$ cat src/rtl/uart_hello_tx.sv
// Fixed-message 8N1 UART transmitter: sends "Hello World!\r\n" on request.
// All outputs are registered and are derived from the next-state values.
module uart_hello_tx #(
    parameter int unsigned CLK_DIV = 434,
    parameter int unsigned MSG_LEN = 14
) (
    input  logic       clk,
    input  logic       rst_n,
    input  logic       ena,
    input  logic       start,
    output logic       tx,
    output logic       busy,
    output logic       done,
    output logic [3:0] char_idx
);

    localparam int unsigned TW = (CLK_DIV > 1) ? $clog2(CLK_DIV) : 1;
    localparam logic [TW-1:0] TMAX = TW'(CLK_DIV - 1);
    localparam logic [3:0] LAST = 4'(MSG_LEN - 1);

    typedef enum logic [1:0] {IDLE, START, DATA, STOP} state_t;

    state_t        state, state_n;
    logic [TW-1:0] timer, timer_n;
    logic [2:0]    bit_cnt, bit_n;
    logic [3:0]    idx_n;
    logic          tx_n, busy_n, done_n, tick;
    logic [7:0]    cur_byte;

    function automatic logic [7:0] rom_byte(input logic [3:0] i);
        case (i)
            4'd0:    rom_byte = 8'h48; // H
            4'd1:    rom_byte = 8'h65; // e
            4'd2:    rom_byte = 8'h6C; // l
            4'd3:    rom_byte = 8'h6C; // l
            4'd4:    rom_byte = 8'h6F; // o
            4'd5:    rom_byte = 8'h20; // space
            4'd6:    rom_byte = 8'h57; // W
            4'd7:    rom_byte = 8'h6F; // o
            4'd8:    rom_byte = 8'h72; // r
            4'd9:    rom_byte = 8'h6C; // l
            4'd10:   rom_byte = 8'h64; // d
            4'd11:   rom_byte = 8'h21; // !
            4'd12:   rom_byte = 8'h0D; // CR
            4'd13:   rom_byte = 8'h0A; // LF
            default: rom_byte = 8'h00;
        endcase
    endfunction

    always_ff @(posedge clk or negedge rst_n) begin
        if (!rst_n) begin
            state    <= IDLE;
            timer    <= '0;
            bit_cnt  <= '0;
            char_idx <= '0;
            tx       <= 1'b1;
            busy     <= 1'b0;
            done     <= 1'b0;
        end else begin
            state    <= state_n;
            timer    <= timer_n;
            bit_cnt  <= bit_n;
            char_idx <= idx_n;
            tx       <= tx_n;
            busy     <= busy_n;
            done     <= done_n;
        end
    end

    always_comb begin
        state_n = state;
        timer_n = timer;
        bit_n   = bit_cnt;
        idx_n   = char_idx;
        done_n  = 1'b0;
        tick    = (timer == TMAX);

        if (state != IDLE && !ena) begin
            state_n = IDLE;
            timer_n = '0;
            bit_n   = '0;
            idx_n   = '0;
        end else begin
            case (state)
                IDLE: begin
                    timer_n = '0;
                    bit_n   = '0;
                    if (ena && start) state_n = START;
                end
                START: begin
                    timer_n = tick ? '0 : timer + TW'(1);
                    if (tick) begin
                        state_n = DATA;
                        bit_n   = '0;
                    end
                end
                DATA: begin
                    timer_n = tick ? '0 : timer + TW'(1);
                    if (tick) begin
                        if (bit_cnt == 3'd7) state_n = STOP;
                        else                 bit_n   = bit_cnt + 3'd1;
                    end
                end
                STOP: begin
                    timer_n = tick ? '0 : timer + TW'(1);
                    if (tick) begin
                        if (char_idx < LAST) begin
                            idx_n   = char_idx + 4'd1;
                            state_n = START;
                        end else begin
                            idx_n   = '0;
                            done_n  = 1'b1;
                            state_n = IDLE;
                        end
                    end
                end
                default: state_n = IDLE;
            endcase
        end

        // tx is registered, so drive it from the state being entered
        cur_byte = rom_byte(idx_n);
        case (state_n)
            START:   tx_n = 1'b0;
            DATA:    tx_n = cur_byte[bit_n];
            default: tx_n = 1'b1;
        endcase
        busy_n = (state_n != IDLE);
    end

endmodule
$ cat config.mk
export PLATFORM = sky130hd
export DESIGN_NAME = uart_hello_tx
export DESIGN_NICKNAME = d
export VERILOG_FILES = /design/src/rtl/uart_hello_tx.sv
export SDC_FILE = /design/constraint.sdc
export NUM_CORES = 1
export LEC_CHECK = 0
export BUFFER_PORTS_ARGS = -buffer_cell sky130_fd_sc_hd__buf_2
export CAP_MARGIN = 20
export CELL_PAD_IN_SITES_DETAIL_PLACEMENT = 0
export CELL_PAD_IN_SITES_GLOBAL_PLACEMENT = 1
export CORE_MARGIN = 2
export CORE_UTILIZATION = 46
export CTS_CLUSTER_DIAMETER = 30
export DETAILED_ROUTE_END_ITERATION = 10
export PLACE_DENSITY = 0.84
export SETUP_SLACK_MARGIN = 0.05
export SLEW_MARGIN = 15
export SYNTH_ARGS = -nofsm -noshare
export SYNTH_HDL_FRONTEND = slang
export SYNTH_SLANG_ARGS = --single-unit
export TNS_END_PERCENT = 100
$ cat constraint.sdc
create_clock -name clk -period 3.72 [get_ports clk]
set_input_delay 0.744 -clock clk [delete_from_list [all_inputs] [get_ports clk]]
set_output_delay 0.744 -clock clk [all_outputs]
set_load 0.05 [all_outputs]
# == Word level (Yosys, flattened, before mapping) ==
# Memories as Yosys holds them, arrays and structs flattened.
# Cells that the tools add are included.
# word_totals
register_bits,21
mem_bits_ro,112
input_bits,4
out_inout_bits,7
wordCells,54
memories,1
# mem_list
name,depth,word_bits,rd,rd_ports_with_merged_regs,write_ports,line_no,source
(no name shown),16,7,1,0,0,31,case (i)
# op_classes
add_sub_neg,3
n_lt_le_gt_ge,2
eq_ne,7
muxes,27
n_reduce_logical,7
# op_table
cell,n
$mux W9,2
$pmux W9 S2,1
$mux W4,4
$mux W2,6
$mux W3,4
$add A9 B1 Y9 const B,1
$eq A9 B9 Y1 const B,1
$pmux W3 S3,1
$pmux W2 S4,1
$eq A2 B2 Y1 const B,3
$mux W1,6
$add A4 B1 Y4 const B,1
$eq A2 B1 Y1 const B,2
$lt A3 B4 Y1 const B,1
$lt A4 B4 Y1 const B,1
$reduce_bool A2 Y1,2
$add A3 B1 Y3 const B,1
$bmux W1 S3,1
$eq A3 B3 Y1 const B,1
$reduce_or A3 Y1,1
$logic_and A1 B1 Y1,2
$logic_not A2 Y1,1
$pmux W1 S2,1
$logic_not A1 Y1,1

# == Depth between registers and ports, before layout ==
# Gate-level depths: netlist (run 1).
# An unclocked memory read counts as a cell.
# logic_depth
word_depth,9
ltp_mapped,14
mapped_depth_nobuf,14

# == Worst setup path after synthesis (run 1) ==
# OpenSTA, ideal clock, no wires.
# synth_path
kind,reg2reg
from,register timer[3]
to,register tx
setup_ns,0.096
arrival_ns,3.046
required_ns,3.624
setup_slack_ns,0.578
path_stages_with_launch,14
n_path_buf,1
synth_period_minus_slack_ns,3.142
path_cell_list,dfrtp_1 or4b_1 buf_6 or3_1 nor3_1 a21oi_1 or2_2 inv_1 ha_1 inv_1 a2111oi_2 a311o_2 o21ai_1 o32ai_1
# synth_between
elab_chain_len,8
elab_cells_between_ends,19
classes_between,eq/ne: 3; mux: 15; memory: 1
# synth_rtl
element,line_no,source
"start, declared",24,"logic [TW-1:0] timer, timer_n;"
"start signal, assigned",61,timer <= timer_n;
$eq A9 B9 Y1,76,tick = (timer == TMAX);
$mux W4,106,if (tick) begin
$mux W4,84,case (state)
$mux W4,78,if (state != IDLE && !ena) begin
named net idx_n[0],26,logic [3:0] idx_n;
$mem_v2 Z16 W7,--,
$bmux W1 S3,125,DATA: tx_n = cur_byte[bit_n];
$mux W1 (not written as such),125,
$pmux W1 S2,123,case (state_n)
named net tx_n,27,"logic tx_n, busy_n, done_n, tick;"
"end signal, assigned",64,tx <= tx_n;
"end, declared",11,"output logic tx,"
# The timed path passes the listed nets, and every way through them passes these cells. The select of a mux whose other input is x is not followed.

# == Worst setup path in the final report (run 1) ==
# Ends and elaborated chain as after synthesis.

==> impl_metrics.csv, run 1 <==
group,metric,value,unit
outcome,status,"finished, final reports clean",
synthesis,yosys.area_share.simple,22.90,%
global_route,global_route_wire_length_before_repair,6.430,mm
floorplanning,dieWidth,62.80,um
setup_path,timing.critical_path.fanout_max,5,
detailed_routing,drc,0,
floorplanning,floorplan.initialDensity,47.66,%
power_and_ir_drop,vdd_ir_drop_max,0.0001770,V
detailed_routing,drt-total-wl,3.654,mm
synthesis,synthesis.yosys.warnings,0,
layout,flow.area_growth_from_synthesis,7.868,%
synthesis,synthArstFlopShare,100.0,%
detailed_routing,vias,1399,
setup_path,crit_type,"register to register",
timing,finalHoldViolCount,0,
synthesis,combinational_family_with_the_most_area_after_synthesis,"compound AO/OA/AOI/OAI gates",
timing,rsz0062_at_grt,"no",
global_route,pin_count_of_the_biggest_net_entering_global_routing,22,
power_and_ir_drop,report.power.total,0.3757,mW
timing,finalSetupViolCount,0,
cts,cts_root_buf,"clkbuf_4",
layout,seq_area,526.8,um2
placed_design,globalplace.congestion,0.8514,
setup_path,cp_arrival,3.43,ns
detailed_routing,drtAntennaViolNets,0,
synthesis,synth.mux.area_fraction,2.518,%
layout,mostFrequentLayoutCell,"dfrtp_1",
timing,final_setup_slack_of_the_worst_path,0.5130,ns
synthesis,postSynthNetCount,188,
floorplanning,core_area,3337,um2
synthesis,ys_types,57,
power_and_ir_drop,powerDensity,219.0,nW/um2
power_and_ir_drop,power_leakage,0.7721,nW
cts,clock_path_buffers,2,
floorplanning,num_rows,21,
synthesis,ys_seq_elements,21,
cts,holdBufCountCts,0,
synthesis,synthCells,173,
global_route,grt.overflow.total,0,
timing,post-route-min-period,3.207,ns
detailed_routing,avgViaCountPerCell,6.083,
detailed_routing,detailedRoute.firstPassIterationCount,4,
global_route,antenna_found_initial,0,
layout,layout.filler_cells,333,
setup_path,critPathLaunchType,"register",
timing,final_min_period_over_clock_period,86.21,%
synthesis,ys_seq_area_share,33.12,%
layout,area_of_combinational_cells_with_multiple_inputs,965.9,um2
cts,worst_skew_pair.late_latency,0.30,ns
cts,cts_buffers,3,
flow_run,max_capacitance_violation_count,0,
detailed_routing,drt_iter0_markers,59,
global_route,first_global_vias,1403,
layout,top_library_cells_by_usage_in_the_layout_fill_and_taps_aside,"dfrtp_1 (20), inv_1 (15), nor2_1 (15)",
floorplanning,dieArea,3943,um2
floorplanning,boundaryPins,11,
global_route,grt.total_usage,20.01,%
setup_path,worst_ep_required_time,3.94,ns
cts,tritoncts,"built",
layout,finish.net_count,200,
placed_design,dpl.hpwl,2.708,mm
timing,timing.max_slew.rel_slack,51.81,%
min_path,hp-class,"input pin to asynchronous set/reset pin",
timing,tightestPinTransition,0.7229,ns
synthesis,synth_fa_ha_area_share,8.655,%
layout,drive_gt1_share,16.85,%
cts,post_cts_buffers,0,
floorplanning,die_h,62.80,um
synthesis,synth_ff_type,"dfrtp_1",
synthesis,synth.avg_cell_area,9.192,um2
placed_design,io_buffer_count,10,
cts,cts.clk_slew.worst_paths,0.12,ns
timing,timing.fmax,311.8,MHz
setup_path,timing.critical_path.to_type,"register",
placed_design,pre_cts_ws,0.5349,ns
cts,post_cts.resized_instances,0,
synthesis,synth-xor-area-share,2.754,%
detailed_routing,routed_wire_length_per_instance,15.89,um
timing,hold-worst-slack,0.3764,ns
cts,cts-htree-levels,1,
synthesis,number_of_synthesized_flops_with_an_enable_pin,0,
timing,final.setup_skew,0.001119,ns
synthesis,area_of_the_mapped_netlist,1590,um2
synthesis,synth-compound-area-share,23.92,%
cts,numClockSinks,21,
layout,antenna_cells,0,
timing,setup_tns_after_final_layout,0,ns
timing,fin_max_slew_vios,0,
[cell type report]
class | count | share of cell area, %
Tap cell | 46 | 3.355
Clock buffer | 4 | 1.532
Inverter | 17 | 3.866
Timing Repair Buffer | 13 | 4.230
Sequential cell | 21 | 30.71
Multi-Input combinational cell | 129 | 56.31
[report_power, final]
| part | internal [mW] | switching [mW] |
|---|---|---|
| registers | 0.232 | 0.00368 |
| logic | 0.00573 | 0.0198 |
| clock network | 0.0418 | 0.0728 |
| total | 0.279 | 0.0963 |
[sequential cells by signal (all words and copies together), names as in the netlist]
name      cells
char_idx      4
tx            1
bit_cnt       3
done          1
state         2
timer         9
busy          1
[cell usage after synthesis, types with 2 or more instances]
library cell / n / area (um2)
a31o_2: 3 / 26.28
nand2_1: 10 / 37.54
dfrtp_1: 20 / 500.5
and2_1: 2 / 12.51
ha_1: 11 / 137.6
nor4_1: 4 / 25.02
nand3_1: 6 / 30.03
o311ai_0: 2 / 17.52
or3_1: 5 / 31.28
nor3b_1: 2 / 15.01
a31oi_1: 4 / 25.02
a311o_1: 2 / 20.02
and4_1: 2 / 17.52
o2111ai_1: 2 / 17.52
inv_1: 15 / 56.30
and3_1: 2 / 12.51
nor2_1: 15 / 56.30
nand4_1: 4 / 25.02
a21oi_1: 7 / 35.03
xnor2_1: 4 / 35.03
mux2i_1: 4 / 40.04
nor3_1: 4 / 20.02
clkbuf_1: 4 / 15.01
o21ai_0: 6 / 30.03
[through the flow]
step	area, um2	cells	util [%]
floorplan	1590	173	-
global placement	1689	226	50.62
detailed placement	1689	226	50.62
CTS	1715	230	51.41
global route	1715	230	51.41
finish	1715	230	51.41
[final timing paths]
kind	from	depth (start not counted)	end	slack, ns
setup reg to reg	timer[3]	12	tx	0.51
min in group clk	timer[0]	1	timer[0]	0.52
hold / removal	rst_n	1	done	0.38
max in group asynchronous	rst_n	1	tx	2.99
hold reg to reg	timer[0]	1	timer[0]	0.52
setup / recovery	timer[3]	12	tx	0.51
[worst max-delay path: stages, from the launching register on]
cell       delay [ns]
dfrtp_1          0.45
or4b_1           0.58
or3_1            0.43
nor3_1           0.18
a21oi_1          0.05
or2_2            0.32
inv_1            0.14
ha_1             0.16
inv_1            0.05
a2111oi_2        0.32
a311o_2          0.16
o21ai_1          0.06
o32ai_1          0.22
[per-layer routing]
| metal | global-route usage [%] | wire length [um] | part of all wire (%) | up-vias |
|---|---|---|---|---|
| met5 | 0 | 0 | 0 | - |
| met4 | 5.833 | 50 | 1.4 | 0 |
| met3 | 2.523 | 130 | 3.6 | 4 |
| met2 | 34.81 | 1807 | 49 | 39 |
| met1 | 25.97 | 1666 | 46 | 689 |
| li1 | - | - | - | 667 |
[cells by family (layout without fill, tap and decap cells)]
logic type      after synthesis  count (layout)
xor+xnor                      5               5
simple gates                 64              64
compound gates               45              45
flops                        21              21
buf+inv                      23              34
fa+ha+maj                    11              11
mux                           4               4
Note: power is estimated with default switching activity, not from simulation.
==> run 2, diff against run 1 <==
CORE_UTILIZATION = 42   (was 46)
PLACE_DENSITY = 0.82   (was 0.84)
clock period = 2.8 ns   (was 3.72 ns; I/O delays follow)
==> run 2 against run 1 <==
Global-route usage grew 0.18 points. Sequential power grew 31%. The run now ends with negative setup slack left. Clock-buffer cell count shrank 1. Flip-flop and latch count is the same. Routed wire length grew 12%. First-iteration DRC count grew 120%. Die area grew 8.9%.
==> impl_metrics.csv, run 2 (synthesis results as in run 1) <==
group,metric,value,unit
global_route,grt.total_usage,20.19,%
placed_design,dpl.hpwl,3.087,mm
setup_path,r2r-start,"timer[2]",
setup_path,cp_top_family,"simple AND/OR/NAND/NOR gates",
cts,clock_path_buffers,2,
timing,finalHoldViolCount,0,
setup_path,worst_r2r_path_depth,10,
layout,largest-register,"timer",
layout,flow.area_growth_from_synthesis,27.93,%
cts,cts-htree-levels,1,
timing,rsz0062_at_grt,"yes",
global_route,antenna_found_initial,0,
layout,top_library_cells_by_usage_in_the_layout_fill_and_taps_aside,"buf_4 (23), dfrtp_1 (18), nor2_1 (15)",
setup_path,worst_path_largest_cell_delay,0.56,ns
power_and_ir_drop,powerDensity,275.9,nW/um2
layout,number_of_flip_flops_under_the_largest_register_name,9,
timing,fin_max_slew_vios,0,
placed_design,globalplace.congestion,0.8998,
detailed_routing,drt_iter0_markers,128,
global_route,global_route_wire_length_before_repair,6.720,mm
floorplanning,die_h,65.54,um
timing,final_setup_slack_of_the_worst_path,-0.007597,ns
timing,finalSetupViolCount,1,
timing,hold-worst-slack,0.2352,ns
floorplanning,dieWidth,65.54,um
cts,cts_buffers,3,
cts,worst_skew_pair.late_latency,0.26,ns
floorplanning,boundaryPins,11,
cts,tritoncts,"built",
outcome,violations_in_the_final_reports,"negative setup slack",
setup_path,worstReg2RegEnd,"tx",
detailed_routing,vias,1489,
layout,drive_gt1_share,34.47,%
detailed_routing,drc,0,
timing,final.setup_skew,0.002431,ns
min_path,hp-class,"input pin to asynchronous set/reset pin",
setup_path,critPathLaunchType,"register",
layout,finish.net_count,222,
layout,antenna_cells,0,
cts,cts.clk_slew.worst_paths,0.08,ns
layout,mostFrequentLayoutCell,"buf_4",
floorplanning,core_area,3661,um2
detailed_routing,routed_wire_length_per_instance,16.18,um
setup_path,cp_cell_sequence,"or4b_4, or3_4, nor3_4, a21oi_2, or2_4, ha_2, and4_1, a311o_1, a31oi_1, o32ai_1",
flow_run,max_capacitance_violation_count,0,
detailed_routing,drt-total-wl,4.110,mm
timing,tightestPinTransition,0.8763,ns
power_and_ir_drop,report.power.total,0.5614,mW
detailed_routing,detailedRoute.firstPassIterationCount,4,
setup_path,worst_ep_required_time,2.99,ns
global_route,grt.overflow.total,0,
setup_path,crit_type,"register to register",
setup_path,timing.critical_path.fanout_max,4,
setup_path,critical_path_buf_inv_count,0,
placed_design,io_buffer_count,10,
power_and_ir_drop,power_leakage,0.8934,nW
setup_path,cp_arrival,3.00,ns
timing,timing.fmax,356.2,MHz
floorplanning,dieArea,4295,um2
detailed_routing,avgViaCountPerCell,5.862,
timing,final_min_period_over_clock_period,100.3,%
power_and_ir_drop,vdd_ir_drop_max,0.0002042,V
floorplanning,floorplan.initialDensity,43.44,%
detailed_routing,drtAntennaViolNets,0,
floorplanning,num_rows,22,
setup_path,timing.critical_path.to_type,"register",
setup_path,setup.reg_to_reg.worst_slack,-0.008,ns
layout,post_route_utilization,55.57,%
global_route,first_global_vias,1441,
setup_path,critPathSlowestCell,"or4b_4",
cts,numClockSinks,21,
timing,post-route-min-period,2.808,ns
outcome,status,"finished with violations",
layout,reg.largest.list,"timer x9, char_idx x4, bit_cnt x3",
global_route,pin_count_of_the_biggest_net_entering_global_routing,22,
timing,timing.max_slew.rel_slack,40.84,%
cts,cts_root_buf,"clkbuf_8",
==> run 2: how the worst max path moves through the flow <==
| stage | cells after the start | start | end | slack [ns] |
|---|---|---|---|---|
| 5_1_grt | 8 | timer[2] | tx | -0.13 |
| 4_1_cts | 10 | timer[6] | tx | -0.002 |
| 6_report | 10 | timer[2] | tx | -0.008 |
| 2_1_floorplan | 13 | timer[2] | tx | -0.01 |
| 3_5_place_dp | 10 | timer[6] | tx | -0.11 |
| 3_3_place_gp | 10 | timer[6] | tx | 0.02 |
==> run 2: final cells by class <==
type,instances,area (um2)
fillers,307,1627
clock inverters,1,7.507
multi-input cells,129,1080
inverters,17,71.32
well taps,48,60.06
repair buffers,35,245.2
flip-flops and latches,21,529.3
clock buffers,3,41.29
==> run 2: per-stage QoR <==
step | TNS [ns] | instances | cell area (um2) | worst slack [ns]
floorplan | -0.01247 | 173 | 1648 | -0.01247
global placement | 0 | 241 | 1847 | 0.01997
detailed placement | -0.1076 | 241 | 1847 | -0.1076
CTS | -0.001754 | 247 | 1943 | -0.001754
global route | -0.1283 | 254 | 2034 | -0.1283
finish | -0.007597 | 254 | 2034 | -0.007597
==> run 2: per-layer routing <==
metal  up-vias  track usage [%]  part of all wire [%]
met2        34            33.55                    50
met4         0            7.552                   1.7
met3        10            3.596                   3.6
met1       727            26.13                    44
met5         -                0                     0
li1        718                -                     -
==> run 2: power breakdown <==
part / switching (mW) / internal, mW
combinational: 0.0306 / 0.0112
clock: 0.110 / 0.101
sequential: 0.00160 / 0.308
total: 0.142 / 0.420
==> run 2: what timing repair did <==
item	in CTS	in global routing
gates cloned	0	0
hold buffers	0	0
pin swaps	6	5
setup endpoints to repair	1	1
buffers inserted	2	7
gates resized for setup	7	8
